[src/rtl/bram_word_port.sv]
// bram_word_port
//
// Word-access front end for an 8-bit wide, 2^ADDR_W deep block RAM port.
// A 32-bit load/store request accepted on the req_* handshake is split into
// four byte beats on the RAM port. Load bytes are collected one cycle after
// each RAM edge, to account for the RAM's read latency. A 32-bit response is
// then returned on the rsp_* handshake. One request is in flight at a time.
//
// Ports
//   clk        sole clock (the RAM port shares it)
//   rst_n      asynchronous active-low reset
//   req_valid  request present            req_ready  block can accept
//   req_we     1 = store, 0 = load        req_addr   byte address, [1:0] ignored
//   req_wdata  store data, little-endian  req_wstrb  store byte enables
//   rsp_valid  response present           rsp_ready  consumer accepts
//   rsp_rdata  load data (0 for stores)
//   mem_en / mem_we / mem_addr / mem_din  RAM port A controls
//   mem_dout   RAM read data, valid the cycle after an enabled read edge
//
// All outputs come straight from flops. Each output's value for the next
// cycle is computed in the combinational block.
module bram_word_port #(
  parameter int ADDR_W = 12
) (
  input  logic              clk,
  input  logic              rst_n,
  input  logic              req_valid,
  output logic              req_ready,
  input  logic              req_we,
  input  logic [ADDR_W-1:0] req_addr,
  input  logic [31:0]       req_wdata,
  input  logic [3:0]        req_wstrb,
  output logic              rsp_valid,
  input  logic              rsp_ready,
  output logic [31:0]       rsp_rdata,
  output logic              mem_en,
  output logic              mem_we,
  output logic [ADDR_W-1:0] mem_addr,
  output logic [7:0]        mem_din,
  input  logic [7:0]        mem_dout
);

  typedef enum logic [1:0] {
    S_IDLE  = 2'd0,
    S_BEAT  = 2'd1,
    S_DRAIN = 2'd2,
    S_RESP  = 2'd3
  } state_t;

  state_t state_reg, state_next;
  logic [1:0] beat_reg, beat_next;

  // Request fields latched at acceptance.
  logic              we_reg;
  logic [ADDR_W-3:0] word_reg;
  logic [31:0]       wdata_reg;
  logic [3:0]        wstrb_reg;

  // Output registers and their next values.
  logic              req_ready_reg, req_ready_next;
  logic              rsp_valid_reg, rsp_valid_next;
  logic              mem_en_reg, mem_en_next;
  logic              mem_we_reg, mem_we_next;
  logic [ADDR_W-1:0] mem_addr_reg, mem_addr_next;
  logic [7:0]        mem_din_reg, mem_din_next;
  logic [31:0]       rdata_reg;

  logic accept;
  assign accept = req_valid && req_ready_reg;

  // Beat source selection. The first beat is issued on the acceptance edge,
  // before the latched copies exist, so it takes the fields from the inputs.
  logic              issue;
  logic [1:0]        issue_idx;
  logic              src_we;
  logic [ADDR_W-3:0] src_word;
  logic [31:0]       src_wdata;
  logic [3:0]        src_wstrb;
  logic [7:0]        src_byte;

  always_comb begin
    state_next     = state_reg;
    beat_next      = beat_reg;
    req_ready_next = req_ready_reg;
    rsp_valid_next = rsp_valid_reg;
    issue          = 1'b0;
    issue_idx      = 2'd0;

    case (state_reg)
      S_IDLE: begin
        req_ready_next = 1'b1;
        if (accept) begin
          state_next     = S_BEAT;
          beat_next      = 2'd0;
          req_ready_next = 1'b0;
          issue          = 1'b1;
          issue_idx      = 2'd0;
        end
      end
      S_BEAT: begin
        if (beat_reg == 2'd3) begin
          state_next = S_DRAIN;
        end else begin
          beat_next = beat_reg + 2'd1;
          issue     = 1'b1;
          issue_idx = beat_reg + 2'd1;
        end
      end
      S_DRAIN: begin
        state_next     = S_RESP;
        rsp_valid_next = 1'b1;
      end
      S_RESP: begin
        if (rsp_ready) begin
          state_next     = S_IDLE;
          rsp_valid_next = 1'b0;
          req_ready_next = 1'b1;
        end
      end
      default: begin
        state_next = S_IDLE;
      end
    endcase
  end

  always_comb begin
    if (state_reg == S_IDLE) begin
      src_we    = req_we;
      src_word  = req_addr[ADDR_W-1:2];
      src_wdata = req_wdata;
      src_wstrb = req_wstrb;
    end else begin
      src_we    = we_reg;
      src_word  = word_reg;
      src_wdata = wdata_reg;
      src_wstrb = wstrb_reg;
    end

    case (issue_idx)
      2'd0:    src_byte = src_wdata[7:0];
      2'd1:    src_byte = src_wdata[15:8];
      2'd2:    src_byte = src_wdata[23:16];
      default: src_byte = src_wdata[31:24];
    endcase

    // RAM controls default to idle while holding address/data, so the port
    // only toggles the lines that matter.
    mem_en_next   = 1'b0;
    mem_we_next   = 1'b0;
    mem_addr_next = mem_addr_reg;
    mem_din_next  = mem_din_reg;
    if (issue) begin
      // Low two bits come from the beat index, never from the request, so
      // the word stays inside its aligned 4-byte block (no wrap at the top).
      mem_addr_next = {src_word, issue_idx};
      if (src_we) begin
        mem_en_next  = src_wstrb[issue_idx];
        mem_we_next  = src_wstrb[issue_idx];
        mem_din_next = src_byte;
      end else begin
        mem_en_next = 1'b1;
      end
    end
  end

  always_ff @(posedge clk or negedge rst_n) begin
    if (!rst_n) begin
      state_reg     <= S_IDLE;
      beat_reg      <= 2'd0;
      we_reg        <= 1'b0;
      word_reg      <= '0;
      wdata_reg     <= 32'd0;
      wstrb_reg     <= 4'd0;
      req_ready_reg <= 1'b0;
      rsp_valid_reg <= 1'b0;
      mem_en_reg    <= 1'b0;
      mem_we_reg    <= 1'b0;
      mem_addr_reg  <= '0;
      mem_din_reg   <= 8'd0;
    end else begin
      state_reg     <= state_next;
      beat_reg      <= beat_next;
      req_ready_reg <= req_ready_next;
      rsp_valid_reg <= rsp_valid_next;
      mem_en_reg    <= mem_en_next;
      mem_we_reg    <= mem_we_next;
      mem_addr_reg  <= mem_addr_next;
      mem_din_reg   <= mem_din_next;
      if (accept) begin
        we_reg    <= req_we;
        word_reg  <= req_addr[ADDR_W-1:2];
        wdata_reg <= req_wdata;
        wstrb_reg <= req_wstrb;
      end
    end
  end

  // Load capture: byte i arrives on mem_dout one cycle after its RAM edge,
  // i.e. during beat i+1 (i<3) or during DRAIN (i=3).
  logic       cap_en;
  logic [1:0] cap_idx;
  assign cap_en  = !we_reg && (((state_reg == S_BEAT) && (beat_reg != 2'd0)) ||
                               (state_reg == S_DRAIN));
  assign cap_idx = (state_reg == S_DRAIN) ? 2'd3 : (beat_reg - 2'd1);

  // Lanes are cleared on acceptance so a store responds with zero.
  for (genvar gi = 0; gi < 4; gi++) begin : g_lane
    always_ff @(posedge clk or negedge rst_n) begin
      if (!rst_n) begin
        rdata_reg[8*gi +: 8] <= 8'd0;
      end else if (accept) begin
        rdata_reg[8*gi +: 8] <= 8'd0;
      end else if (cap_en && (cap_idx == 2'(gi))) begin
        rdata_reg[8*gi +: 8] <= mem_dout;
      end
    end
  end

  assign req_ready = req_ready_reg;
  assign rsp_valid = rsp_valid_reg;
  assign rsp_rdata = rdata_reg;
  assign mem_en    = mem_en_reg;
  assign mem_we    = mem_we_reg;
  assign mem_addr  = mem_addr_reg;
  assign mem_din   = mem_din_reg;

endmodule

[config.mk]
export PLATFORM = sky130hd
export DESIGN_NAME = bram_word_port
export DESIGN_NICKNAME = d
export VERILOG_FILES = /design/src/rtl/bram_word_port.sv
export SDC_FILE = /design/constraint.sdc
export NUM_CORES = 1
export LEC_CHECK = 0
export ABC_AREA = 1
export CORE_UTILIZATION = 54
export DETAILED_ROUTE_END_ITERATION = 8
export PLACE_DENSITY = 0.85
export SYNTH_ARGS = -nofsm -noshare
export SYNTH_HDL_FRONTEND = slang
export SYNTH_SLANG_ARGS = --single-unit
[constraint.sdc]
create_clock -name clk -period 2.6 [get_ports clk]
set_clock_uncertainty 0.1 [all_clocks]
set_input_delay 0.78 -clock clk [delete_from_list [all_inputs] [get_ports clk]]
set_output_delay 0.78 -clock clk [all_outputs]
set_load 0.005 [all_outputs]
### Word level (Yosys, flattened, before mapping)

Index checks and enable logic that the tools add are counted.

| storage, ports and cells | value |
|---|---|
| register bits | 107 |
| input port bits | 61 |
| output and inout port bits | 56 |
| logic and storage cells | 94 |

| operators by class | value |
|---|---|
| add/subtract/negate cells | 2 |
| order comparisons | 1 |
| eq/ne operators | 13 |
| multiplexer cells | 37 |
| reductions and logical operators | 25 |

Operators by type and width:

| cell | count |
|---|---|
| $mux 8 | 8 |
| $mux 32 | 1 |
| $pmux 8 s3 | 1 |
| $mux 2 | 8 |
| $reduce_bool 2->1 | 8 |
| $eq 2x2->1 const B | 6 |
| $mux 1 | 11 |
| $mux 10 | 1 |
| $ne 2x2->1 const B | 4 |
| $pmux 2 s4 | 1 |
| $logic_and 1x1->1 | 7 |
| $eq 2x1->1 const B | 3 |
| $logic_not 2->1 | 3 |
| $pmux 1 s2 | 3 |
| $reduce_and 2->1 | 3 |
| $reduce_and 3->1 | 2 |
| $mux 4 | 1 |
| $pmux 2 s2 | 1 |
| $lt 2x3->1 const B | 1 |
| $add 2x1->2 const B | 1 |
| $bmux 1 s2 | 1 |
| $sub 2x1->2 const B | 1 |
| $logic_not 1->1 | 1 |
| $logic_or 1x1->1 | 1 |

### Longest topological paths before layout

| depth | value |
|---|---|
| depth in word-level cells | 7 |
| depth in mapped cells | 12 |
| depth with buffers taken out | 10 |

### Least setup slack after synthesis

OpenSTA, ideal clock, no wires.

| timing path | value |
|---|---|
| path kind | register -> register |
| start point | register beat_reg[0] |
| end point | register rdata_reg[16] (netlist: rsp_rdata[16]) |
| library setup time | 0.126 ns |
| arrival time | 1.519 ns |
| required time | 2.374 ns |
| slack | 0.855 ns |
| cell stages (with the launch flop) | 8 |
| path buffers | 1 |
| period minus slack after synthesis | 1.745 ns |
| cells stage by stage | dfrtp_1 > inv_2 > ha_1 > nand2_2 > nand3_1 > o21ai_4 > buf_6 > o21ai_0 |

| on the way | value |
|---|---|
| cells in the longest elaborated chain, start to end | 6 |
| elaborated cells between the ends (all ways) | 9 |
| those cells by class | 1 x add/sub; 1 x eq/ne; 1 x mux; 6 x reduce/logical |

RTL lines:

| what | line | source |
|---|---|---|
| start, declared | 51 | `logic [1:0] beat_reg, beat_next;` |
| start signal, assigned | 182 | `beat_reg <= beat_next;` |
| branches (longest 4 deep; another with $sub 2x1->2) | - |  |
| $logic_and 1x1->1 * | 213 | `end else if (cap_en && (cap_idx == 2'(gi))) begin` |
| $reduce_bool 2->1 (no source line) * | - |  |
| end signal, assigned by index | 214 | `rdata_reg[8*gi +: 8] <= mem_dout;` |
| end, declared | 66 | `logic [31:0] rdata_reg;` |

Every way passes the cells marked *.
A chain may end at the register's enable or synchronous reset.

### Worst setup path in the final report

| timing path | value |
|---|---|
| start point | register beat_reg[0] |
| end point | register mem_din_reg[5] (netlist: mem_din[5]) |

| on the way | value |
|---|---|
| cells in the longest elaborated chain, start to end | 5 |
| elaborated cells between the ends (all ways) | 11 |
| those cells by class | 1 x add/sub; 3 x eq/ne; 5 x mux; 2 x reduce/logical |

RTL lines:

| what | line | source |
|---|---|---|
| $add 2x1->2 or $eq 2x2->1 (tied branches) | 106, 101 |  |
| $mux 2 | 101 | `if (beat_reg == 2'd3) begin` |
| $mux 2 | - |  |
| $eq 2x2->1 (tied with other cells) | 139 | `case (issue_idx)` |
| $pmux 8 s3 | 139 |  |
| end signal, assigned | 188 | `mem_din_reg <= mem_din_next;` |
| end, declared | 65 | `logic [7:0] mem_din_reg, mem_din_next;` |

Parallel ways exist; a longest one is shown, timed or not.

==> results.md <==
* Status: finished clean
* CTS buffer count at 9
* Count of input and output buffers at 114
* Syn. warnings at 0
* # diodes at 0
* Fraction of layout cells with a size suffix above 1 at 5.68%
* Largest cells by area after synthesis: dfrtp_1, nand2_1, o21ai_0, inv_1, nor2_1
* Total global routing overflow at 0
* Max-Slew Margin vs Limit at 58.3%
* Worst VDD drop at 0.000481 V
* Met3 usage at 4.78%
* FF-to-FF Start: beat_reg[0]
* Slew Limit Fails at 0
* DP Area at 6310 µm²
* Final hold violations at 0
* R2R setup slack at 0.39 ns
* Vias per std cell at 5.25
* Avg WL per Cell at 13.4 µm
* Die width at 99.2 µm
* DIE AREA at 9840 µm²
* Cells after Synth at 649
* Seq/Total Area, Yosys at 52.5%
* Final min period at 2.21 ns
* Synthesized Nets at 716
* First-pass GRT wire length at 19500 µm
* Worst path arrival time at 2.43 ns
* Die Y at 99.2 µm
* EDFF count, synth at 0
* Critical path launch point type: flop
* Leakage at 3.13 nW
* Clock buffer depth at 2
* Switch Pwr at 3.02 mW
* Top-count cell post-synth: nand2_1
* Slowest stage delay, CP at 0.49 ns
* Sw Ratio at 40.9%
* Critical path capture point type: flop
* Routed wire length at 11600 µm
* Fin nets at 820
* DRT Pass-1 Iters at 5
* Total number of H-tree levels at 3
* Drt drc at 0
* Clk sinks at 107
* Final GP Congestion at 0.843
* Clk slew on worst S/H paths at 0.11 ns
* Top cell type by total area after synthesis: dfrtp_1
* Via count at 4560
* Pint at 4.37 mW
* Met1 Resource Use GR at 32.7%
* CP Launch Point: beat_reg[0]
* #FFs+latches synth at 107
* Crit Path Class: flop to flop
* CTS tree: built
* Final ANT Viol Nets at 0
* Final period util at 85.1%
* CTS root buf: clkbuf_8
* F_max at 0.452 GHz
* Main flop type after synthesis: dfrtp_1
* Ys async rst share at 100%
* Final TNS setup at 0 ns
* Worst Hold Class: input port to asynchronous set/reset pin
* Core box area at 9200 µm²
* Overall routing resource usage at 25.1%
* RSZ-0062 raised after global routing: false
* WP data required at 2.82 ns
* Post_cts resized at 0
* Pwr dens at 1140 nW/µm²
* Most instantiated cells after synthesis: nand2_1, dfrtp_1, o21ai_0, inv_1, nor2_1
* Crit path top cell by count: nand2_1
* Setup violators final at 0
* Combinational Power Share at 48.9%
* Post-CTS Hold Fix Bufs at 0
* Largest net degree at the start of global routing at 44
* MaxCap Viol Count at 0
* GRT busiest layer: met2
* Least-Margin Pin Slew at 0.625 ns
* Hpwl dp at 8560 µm
* # rows at 35
* Area Overhead vs Synth at 27.3%
* Synth Area per Inst at 7.86 µm²
* Critical-path maximum fanout at 8
* Reg power frac at 38.0%
* Initial Util at 55.5%
* Initial antenna violation count at 0
* I/O Pins at 117
* Cell area after synthesis at 5100 µm²
* Clock Power Share at 13.1%
* Initial DRC count at 230
* Cell area after layout at 6500 µm²
* Post-synth top area share at 52.5%
* Met2 usage at 42.2%
* CP Cell Sequence: inv_2, ha_1, nand2_1, inv_1, nor2_2, nand2_1, nand3_1, nand2_1, nand2_1
* Vias in the first global route at 4265
* Clock Latency Late Sink at 0.37 ns
* Post-synthesis cell type count at 24
* Post-CTS Setup Repair Bufs at 0
* Crit path max-delay cell type: dfrtp_1
cell families (layout without fill, tap and decap cells):
family                   count (synthesis)  in the layout  synth area share (%)
AO/OA/AOI/OAI                          134            134                  14.2
AND/OR/NAND/NOR                        294            294                  22.8
buffers and inverters                  108            216                  9.00
flip-flops                             107            107                  52.5
adder cells (fa/ha/maj)                  6              6                  1.47
per-stage QoR:
stage,hold slack [ns],std cells,power [mW],utilization [%],worst slack (ns)
finish,0.234,868,7.39,70.6,0.388
global route,0.252,868,8.09,70.6,0.166
CTS,0.242,868,7.43,70.6,0.384
global placement,0.356,853,6.25,68.6,0.294
detailed placement,0.360,853,6.45,68.6,0.229
floorplan,0.349,649,5.04,-,0.855
worst max-delay path, delay by kind of cell (launching register included):
kind          cells  cell delay (ns)
fa+ha+maj         1             0.43
flops             1             0.49
buf+inv           2             0.25
simple gates      6             0.90
power groups by stage:
stage | sequential [mW] | clock [mW] | combinational, mW
after detailed placement | 2.84 | 0 | 3.61
after global routing | 2.89 | 1.06 | 4.13
after CTS | 2.81 | 0.993 | 3.63
final | 2.81 | 0.970 | 3.61
after floorplan | 2.79 | 0 | 2.25
after global placement | 2.80 | 0 | 3.46
layout make-up:
class | instances | area (µm²)
clock buffers | 10 | 138
clock inverters | 5 | 46.3
fillers | 715 | 2700
inverters | 77 | 289
multi-input cells | 434 | 1970
flip-flops and latches | 107 | 2680
well taps | 111 | 139
repair buffers | 124 | 1240
cell usage in the layout, fill, tap and decap left out, drive strengths merged:
| cell type | instances |
|---|---|
| a31oi | 10 |
| nand3 | 21 |
| nand2 | 237 |
| inv | 80 |
| clkdlybuf4s50 | 113 |
| dfrtp | 107 |
| a21oi | 4 |
| o21ai | 118 |
| nor2 | 36 |
| clkbuf | 10 |
| ha | 6 |
| o211ai | 1 |
| clkinv | 2 |
| buf | 11 |
| a21boi | 1 |
final timing paths:
path	to	depth (start not counted)
max in group asynchronous	wdata_reg[9]	2
hold reg to reg	rsp_rdata[6]	2
setup reg to reg	mem_din[5]	9
min in group clk	rsp_rdata[6]	2
hold / removal	rsp_rdata[2]	1
setup / recovery	mem_din[5]	9
metal layers:
metal | vias to the layer above | routed length (µm)
met5 | - | 0
met3 | 24 | 750
met4 | 0 | 237
met2 | 174 | 5630
li1 | 2238 | -
met1 | 2124 | 5000
Note: power is estimated with default switching activity, not from simulation.
